===== src/rtl/raster_addr_gen_pkg.sv =====
// Shared definitions for the deskew datapath: FSM state encoding and the
// default coordinate/address widths agreed with the memory controller.
package deskew_pkg;

    localparam int DEF_X_WIDTH    = 9;
    localparam int DEF_Y_WIDTH    = 9;
    localparam int DEF_ADDR_WIDTH = 18;

    typedef enum logic [1:0] {
        ST_IDLE = 2'd0,
        ST_RUN  = 2'd1,
        ST_DONE = 2'd2
    } state_t;

endpackage


===== src/rtl/raster_addr_gen_if.sv =====
// Beat bus of the raster address generator: one (x, y, addr) beat per
// valid/ready transfer, plus line and frame markers travelling with the beat.
interface raster_addr_gen_if
    import deskew_pkg::*;
#(
    parameter int X_WIDTH    = DEF_X_WIDTH,
    parameter int Y_WIDTH    = DEF_Y_WIDTH,
    parameter int ADDR_WIDTH = DEF_ADDR_WIDTH
) ();

    logic                  valid;
    logic                  ready;
    logic [X_WIDTH-1:0]    x;
    logic [Y_WIDTH-1:0]    y;
    logic [ADDR_WIDTH-1:0] addr;
    logic                  line_end;
    logic                  frame_end;

    // Generator side
    modport master (
        output valid, x, y, addr, line_end, frame_end,
        input  ready
    );

    // Memory-port side
    modport slave (
        input  valid, x, y, addr, line_end, frame_end,
        output ready
    );

endinterface


===== src/rtl/raster_addr_gen_axis_counter.sv =====
// Single raster axis counter: clears, loads zero or increments, and flags
// when the count equals the supplied maximum.
module axis_counter #(
    parameter int WIDTH = 9
) (
    input  logic             clk,
    input  logic             rst_n,
    input  logic             i_en,
    input  logic             i_sclr,
    input  logic             i_load_zero,
    input  logic [WIDTH-1:0] i_max,
    output logic [WIDTH-1:0] o_count,
    output logic             o_tc
);

    logic [WIDTH-1:0] r_count;

    // Count register: clear and load-zero take priority over increment
    always_ff @(posedge clk or negedge rst_n) begin
        if (!rst_n) begin
            r_count <= '0;
        end else if (i_sclr || i_load_zero) begin
            r_count <= '0;
        end else if (i_en) begin
            r_count <= r_count + WIDTH'(1);
        end
    end

    assign o_count = r_count;
    assign o_tc    = (r_count == i_max);

endmodule


===== src/rtl/raster_addr_gen.sv =====
// Window-aware X/Y raster walker producing (x, y, linear address) beats with
// back-pressure. The address is built incrementally from a per-line base, so
// no multiplier is needed; arithmetic wraps silently modulo 2^ADDR_WIDTH.
//
//   state   | meaning
//   --------+--------------------------------------------------
//   ST_IDLE | waiting for start, outputs quiet
//   ST_RUN  | beat on the bus, advances on each valid&&ready
//   ST_DONE | one-cycle done pulse, then back to idle
module raster_addr_gen
    import deskew_pkg::*;
#(
    parameter int X_WIDTH    = DEF_X_WIDTH,
    parameter int Y_WIDTH    = DEF_Y_WIDTH,
    parameter int ADDR_WIDTH = DEF_ADDR_WIDTH
) (
    input  logic                  clk,
    input  logic                  rst_n,
    input  logic                  sclr,
    input  logic                  start,
    input  logic [X_WIDTH-1:0]    win_w,
    input  logic [Y_WIDTH-1:0]    win_h,
    input  logic [ADDR_WIDTH-1:0] base_addr,
    input  logic [ADDR_WIDTH-1:0] stride,
    output logic                  busy,
    output logic                  done,
    raster_addr_gen_if.master     bus
);

    state_t r_state;
    state_t w_state_nxt;

    logic [X_WIDTH-1:0]    r_win_w;
    logic [Y_WIDTH-1:0]    r_win_h;
    logic [ADDR_WIDTH-1:0] r_stride;
    logic [ADDR_WIDTH-1:0] r_addr;
    logic [ADDR_WIDTH-1:0] r_line_base;

    logic                  w_zero_win;
    logic                  w_start_ok;
    logic                  w_beat;
    logic                  w_last;
    logic                  w_valid;
    logic                  w_x_tc;
    logic                  w_y_tc;
    logic [X_WIDTH-1:0]    w_x;
    logic [Y_WIDTH-1:0]    w_y;
    logic [X_WIDTH-1:0]    w_x_max;
    logic [Y_WIDTH-1:0]    w_y_max;

    assign w_zero_win = (win_w == '0) || (win_h == '0);
    assign w_start_ok = (r_state == ST_IDLE) && start && !w_zero_win;
    assign w_beat     = (r_state == ST_RUN) && bus.ready;
    assign w_last     = w_beat && w_x_tc && w_y_tc;

    // Terminal counts from the captured geometry; only meaningful in RUN,
    // where the captured width/height are known to be non-zero.
    assign w_x_max = r_win_w - X_WIDTH'(1);
    assign w_y_max = r_win_h - Y_WIDTH'(1);

    axis_counter #(.WIDTH(X_WIDTH)) u_x_cnt (
        .clk         (clk),
        .rst_n       (rst_n),
        .i_en        (w_beat && !w_x_tc),
        .i_sclr      (sclr),
        .i_load_zero (w_start_ok || (w_beat && w_x_tc)),
        .i_max       (w_x_max),
        .o_count     (w_x),
        .o_tc        (w_x_tc)
    );

    axis_counter #(.WIDTH(Y_WIDTH)) u_y_cnt (
        .clk         (clk),
        .rst_n       (rst_n),
        .i_en        (w_beat && w_x_tc && !w_y_tc),
        .i_sclr      (sclr),
        .i_load_zero (w_start_ok || w_last),
        .i_max       (w_y_max),
        .o_count     (w_y),
        .o_tc        (w_y_tc)
    );

    // Window geometry is frozen at an accepted start for the whole walk
    always_ff @(posedge clk or negedge rst_n) begin
        if (!rst_n) begin
            r_win_w  <= '0;
            r_win_h  <= '0;
            r_stride <= '0;
        end else if (!sclr && w_start_ok) begin
            r_win_w  <= win_w;
            r_win_h  <= win_h;
            r_stride <= stride;
        end
    end

    // Incremental address: +1 along a line, line base + stride at line wrap
    always_ff @(posedge clk or negedge rst_n) begin
        if (!rst_n) begin
            r_addr      <= '0;
            r_line_base <= '0;
        end else if (sclr) begin
            r_addr      <= '0;
            r_line_base <= '0;
        end else if (w_start_ok) begin
            r_addr      <= base_addr;
            r_line_base <= base_addr;
        end else if (w_beat) begin
            if (!w_x_tc) begin
                r_addr <= r_addr + ADDR_WIDTH'(1);
            end else if (!w_y_tc) begin
                r_addr      <= r_line_base + r_stride;
                r_line_base <= r_line_base + r_stride;
            end else begin
                r_addr      <= '0;
                r_line_base <= '0;
            end
        end
    end

    // State register
    always_ff @(posedge clk or negedge rst_n) begin
        if (!rst_n) begin
            r_state <= ST_IDLE;
        end else begin
            r_state <= w_state_nxt;
        end
    end

    // Next-state logic; sclr overrides every transition
    always_comb begin
        w_state_nxt = r_state;
        if (sclr) begin
            w_state_nxt = ST_IDLE;
        end else begin
            case (r_state)
                ST_IDLE: if (start) w_state_nxt = w_zero_win ? ST_DONE : ST_RUN;
                ST_RUN:  if (w_last) w_state_nxt = ST_DONE;
                ST_DONE: w_state_nxt = ST_IDLE;
                default: w_state_nxt = ST_IDLE;
            endcase
        end
    end

    // Outputs decoded from the state register only, so ready never reaches valid
    always_comb begin
        w_valid = 1'b0;
        busy    = 1'b0;
        done    = 1'b0;
        case (r_state)
            ST_RUN: begin
                w_valid = 1'b1;
                busy    = 1'b1;
            end
            ST_DONE: done = 1'b1;
            default: ;
        endcase
    end

    assign bus.valid     = w_valid;
    assign bus.x         = w_x;
    assign bus.y         = w_y;
    assign bus.addr      = r_addr;
    assign bus.line_end  = w_valid && w_x_tc;
    assign bus.frame_end = w_valid && w_x_tc && w_y_tc;

endmodule


===== src/flat_wrapper.sv =====
// flat-port wrapper written by rule: the top's interface ports become plain ports
module raster_addr_gen_flat import deskew_pkg::*;
#(
    parameter int X_WIDTH    = DEF_X_WIDTH,
    parameter int Y_WIDTH    = DEF_Y_WIDTH,
    parameter int ADDR_WIDTH = DEF_ADDR_WIDTH
)
  (clk, rst_n, sclr, start, win_w, win_h, base_addr, stride, busy, done, bus_valid, bus_x, bus_y, bus_addr, bus_line_end, bus_frame_end, bus_ready);
  raster_addr_gen_if #(.X_WIDTH(X_WIDTH), .Y_WIDTH(Y_WIDTH), .ADDR_WIDTH(ADDR_WIDTH)) bus_i ();
  input  logic clk;
  input  logic rst_n;
  input  logic sclr;
  input  logic start;
  input  logic [X_WIDTH-1:0] win_w;
  input  logic [Y_WIDTH-1:0] win_h;
  input  logic [ADDR_WIDTH-1:0] base_addr;
  input  logic [ADDR_WIDTH-1:0] stride;
  output logic busy;
  output logic done;
  output wire logic [$bits(bus_i.valid)-1:0] bus_valid;
  output wire logic [$bits(bus_i.x)-1:0] bus_x;
  output wire logic [$bits(bus_i.y)-1:0] bus_y;
  output wire logic [$bits(bus_i.addr)-1:0] bus_addr;
  output wire logic [$bits(bus_i.line_end)-1:0] bus_line_end;
  output wire logic [$bits(bus_i.frame_end)-1:0] bus_frame_end;
  input wire logic [$bits(bus_i.ready)-1:0] bus_ready;
  assign bus_valid = bus_i.valid;
  assign bus_x = bus_i.x;
  assign bus_y = bus_i.y;
  assign bus_addr = bus_i.addr;
  assign bus_line_end = bus_i.line_end;
  assign bus_frame_end = bus_i.frame_end;
  assign bus_i.ready = bus_ready;
  raster_addr_gen #(.X_WIDTH(X_WIDTH), .Y_WIDTH(Y_WIDTH), .ADDR_WIDTH(ADDR_WIDTH)) u_core (.clk(clk), .rst_n(rst_n), .sclr(sclr), .start(start), .win_w(win_w), .win_h(win_h), .base_addr(base_addr), .stride(stride), .busy(busy), .done(done), .bus(bus_i));
endmodule

===== config.mk =====
export PLATFORM = sky130hd
export DESIGN_NAME = raster_addr_gen_flat
export DESIGN_NICKNAME = d
export VERILOG_FILES = /design/src/rtl/raster_addr_gen_pkg.sv /design/src/rtl/raster_addr_gen_if.sv /design/src/rtl/raster_addr_gen_axis_counter.sv /design/src/rtl/raster_addr_gen.sv /design/src/flat_wrapper.sv
export SDC_FILE = /design/constraint.sdc
export NUM_CORES = 1
export LEC_CHECK = 0
export CELL_PAD_IN_SITES_DETAIL_PLACEMENT = 1
export CELL_PAD_IN_SITES_GLOBAL_PLACEMENT = 2
export CORE_ASPECT_RATIO = 0.7
export CORE_MARGIN = 2
export CORE_UTILIZATION = 30
export DETAILED_ROUTE_END_ITERATION = 8
export PLACE_DENSITY_LB_ADDON = 0.25
export SLEW_MARGIN = 20
export SYNTH_ARGS = -nofsm -noshare
export SYNTH_HDL_FRONTEND = slang
export SYNTH_HIERARCHICAL = 1
export SYNTH_SLANG_ARGS = --single-unit

===== constraint.sdc =====
create_clock -name clk -period 3.2 [get_ports clk]
set_clock_uncertainty 0.05 [all_clocks]
set_input_delay 0.48 -clock clk [delete_from_list [all_inputs] [get_ports clk]]
set_output_delay 0.48 -clock clk [all_outputs]
set_load 0.02 [all_outputs]

==> results summary <==
Yosys mapped the design onto 67 distinct sky130hd cell types. The worst hold path belongs to the class in -> async. The number of iterations in the first detailed-routing pass came out at 4. The mean instance size in the synthesized netlist is 9.08 sq um.

After clock tree synthesis, the clock-pin slew on the worst setup and hold paths is 70 ps. The overall via count from detail_route came out at 5,792. The starting utilization of the core area is 0.305. The number of max-capacitance violations reported came out at 0. The slew at the pin closest to its max-slew limit came out at 796 ps. For this design, the CTS-stage hold fixing added 0 buffers.

The run finished, with violations left. At the end of routability-driven placement, the weighted congestion stood at 0.850. The worst register-to-register path ends at u_core/u_y_cnt/o_count[3]$_DFFE_PN0P_. The shortest clock period the worst path allows after layout came out at 3200 ps. In the routed design, unresolved DRC markers number 0. The count of nets left with antenna violations once routing finished came out at 0.

The die outline height is 123 microns. In the synthesized netlist the dominant register cell turns out to be dfrtp_1. The tree is rooted in a clkbuf_16.

The placed wire-length estimate came out at 16,000 microns. The count of routing violations after the opening detailed-route iteration is 318. The number of hold-slack violations in the final timing report is 0. In the final layout, the share of cells above drive strength 1 is 0.195. The cell count of the worst reg-to-reg path is 17. The die extent in x came out at 173 microns. In this run the power density over the cells is 464 nW/um^2. The maximum number of pins on one net before global-route repair came out at 57. The beginning of the worst register-to-register path is u_core/r_win_w[2]$_DFFE_PN0P_.

The maximum buffer depth of the clock tree came out at 2. The CTS H-tree depth is 3. After detailed routing, the average wire length per cell comes to 19.9 microns. The post-placement setup slack came out at -238 ps. The placement row count is 43. Dividing the detail-routed via count by the number of cells gives 5.38. In this run the static leakage power is 3.35 nW. The count of buffers added on input and output ports is 99.

Summed over all layers, the global routing overflow is 0. The worst setup path is launched from a flip-flop. Clock latency on the worst-skew pair, taken at its later pin, is 350 ps.

The yosys synthesis warning count came out at 6. The critical-path maximum fanout is 5. The sum of negative setup slack came out at -0.350 ps. The final reports fail on setup timing. The overall global routing resource usage came out at 0.205. The area of the core region came out at 19,700 sq um. TritonCTS built the clock tree. The data required time at the worst endpoint came out at 3430 ps. Data arrives at the worst endpoint at 3430 ps. The via count of the first global-routing pass came out at 6,173. The endpoint of the most critical setup path is u_core/u_y_cnt/o_count[3]$_DFFE_PN0P_. The most frequent standard cell in the layout excluding fill and tap cells is clkdlybuf4s50_1. The maximum resistive drop on vdd came out at 0.222 mV. The reg2reg setup slack came out at -0.3 ps. STA classifies the critical path endpoint as a flip-flop. The share of flip-flops with an asynchronous set or reset came out at 1.00. Setup slack on the critical path of the routed design comes to -0.350 ps. The number of clock buffers added by TritonCTS is 9. The post-synthesis cell count is 663. The part of the Yosys area used for sequential elements is 0.382. Tracing the worst setup path back leads to its startpoint at u_core/r_win_w[2]$_DFFE_PN0P_.

The post-synthesis cell area came out at 6020 sq um. In the finished design, the share of the clock period the worst path needs comes to 1.00. The total setup violations reported at the end of the flow came out at 1. The number of sinks driven by the clock tree is 92. The final count of pins violating max slew is 0.

The first-pass GRT wire length came out at 34,100 microns. The area added between synthesis and finish is 37.3%. The number of ports placed on the die boundary came out at 100. The repair_antennas step left the layout with diodes totalling 0. The critical path in this run is classified as reg -> reg. Setup repair after global routing could not meet its margin everywhere. For this run, the post-layout net count is 884. The relative slew slack came out at 0.469. The full die area came out at 21,200 sq um.

Summed over all layers, the routed wires come to 21,400 microns. The number of flip-flops and latches in the synthesized netlist came out at 92. The number of nets handed over by synthesis was 745. The initial antenna violation count came out at 0. The fmax is 312 MHz. The top cell types in the final layout, fill and taps aside, are clkdlybuf4s50_1 (96), dfrtp_1 (92), nand2_1 (53). Yosys mapped a number of flops with a built-in enable equal to 0.
[layer usage]
layer,global-route usage,part of all wire,vias to the layer above
li1,-,-,2719
met5,0,0,-
met3,0.0462,0.053,18
met1,0.294,0.50,2908
met4,0.0477,0.012,0
met2,0.315,0.43,147
[cell families after synthesis]
logic type / after synthesis / synth area share
and+or+nand+nor: 225 / 0.184
AOI/OAI and AO/OA: 177 / 0.194
DFF: 92 / 0.382
xor gates and xnor gates: 54 / 0.0785
buffers and inverters: 51 / 0.0359
muxes: 41 / 0.0758
adders and majority gates: 23 / 0.0490
[worst max-delay path: stages (launching register included)]
cell     delay [ps]
dfrtp_1         400
nor4_2          330
nand2_1         130
buf_4           150
buf_4           120
xnor2_1         170
xnor2_1         150
nand3_1         150
nor4_4          270
buf_6           150
nor2b_4         180
nand2_4          90
inv_6            90
nand4_1         170
buf_4           200
buf_6           110
xor2_2          130
nor2_1          100
[registers in the layout, indices dropped and copies added (netlist names)]
signal                  flops
u_core/r_line_base         18
u_core/r_state              2
u_core/u_x_cnt/o_count      9
u_core/r_win_h              9
u_core/r_win_w              9
u_core/r_stride            18
u_core/bus.addr            18
u_core/u_y_cnt/o_count      9
[area by class of cell]
type | instances | area [sq um]
clock buffer | 10 | 239
clock inverter | 6 | 87.6
fill | 2277 | 11500
inverter | 18 | 72.6
multi-input combinational | 520 | 3670
sequential | 92 | 2300
tap | 270 | 338
timing repair buffer | 161 | 1560
[synthesized netlist by cell type, drive strengths merged (2+ instances only)]
| cell type | count | area, sq um |
|---|---|---|
| and3 | 8 | 55.1 |
| a32oi | 3 | 26.3 |
| o21bai | 5 | 37.5 |
| clkbuf | 20 | 75.1 |
| a21boi | 2 | 18.8 |
| or3 | 14 | 87.6 |
| a211oi | 14 | 105 |
| xor2 | 26 | 228 |
| nor4 | 9 | 56.3 |
| nor2b | 4 | 32.5 |
| o21a | 8 | 60.1 |
| nand2b | 2 | 12.5 |
| nand3 | 21 | 105 |
| inv | 17 | 63.8 |
| nand4 | 18 | 113 |
| o21ai | 47 | 243 |
| xnor2 | 28 | 245 |
| or2 | 2 | 12.5 |
| nor2 | 51 | 191 |
| buf | 13 | 73.8 |
| o211ai | 8 | 70.1 |
| nor4b | 2 | 17.5 |
| and2 | 5 | 31.3 |
| dfrtp | 92 | 2300 |
| o311a | 2 | 20.0 |
| a21o | 3 | 22.5 |
| a221oi | 8 | 82.6 |
| o31a | 2 | 17.5 |
| o22ai | 3 | 18.8 |
| a31o | 2 | 17.5 |
| a21oi | 44 | 220 |
| nor3 | 27 | 135 |
| ha | 22 | 275 |
| mux2 | 37 | 417 |
| a31oi | 10 | 62.6 |
| mux2i | 4 | 40.0 |
| nand2 | 57 | 216 |
| o211a | 4 | 40.0 |
| a311oi | 5 | 43.8 |
[repair_timing]
item	in CTS	in global routing
resized for setup	14	49
endpoints found under the setup margin	28	36
gates cloned	0	1
setup buffers	3	12
pin swaps	3	31
[where the power goes]
group	total, mW	switching [mW]	leakage [nW]	internal [mW]
Sequential	1.42	0.128	1.18	1.29
Clock	1.19	0.485	0.162	0.707
Combinational	1.22	0.666	2.01	0.558
Total	3.83	1.28	3.35	2.56
[through the flow]
step	utilization	instance area, sq um	hold WS, ps	power (mW)	instances
floorplan	-	6020	134	2.14	663
global placement	0.386	7620	417	2.57	1047
detailed placement	0.386	7620	424	2.61	1047
CTS	0.406	8010	189	3.85	1066
global route	0.419	8270	219	4.06	1077
finish	0.419	8270	166	3.83	1077
[worst min-delay path by stage]
stage	start	to
2_1_floorplan	rst_n	u_core/bus.addr[0]$_DFFE_PN0P_
3_3_place_gp	u_core/r_state[1]$_DFFE_PN0P_	u_core/r_state[1]$_DFFE_PN0P_
3_5_place_dp	u_core/r_state[1]$_DFFE_PN0P_	u_core/r_state[1]$_DFFE_PN0P_
4_1_cts	rst_n	u_core/r_line_base[15]$_DFFE_PN0P_
5_1_grt	rst_n	u_core/r_line_base[15]$_DFFE_PN0P_
6_report	rst_n	u_core/u_y_cnt/o_count[8]$_DFFE_PN0P_
No activity file was read; power rests on OpenSTA's default activity.
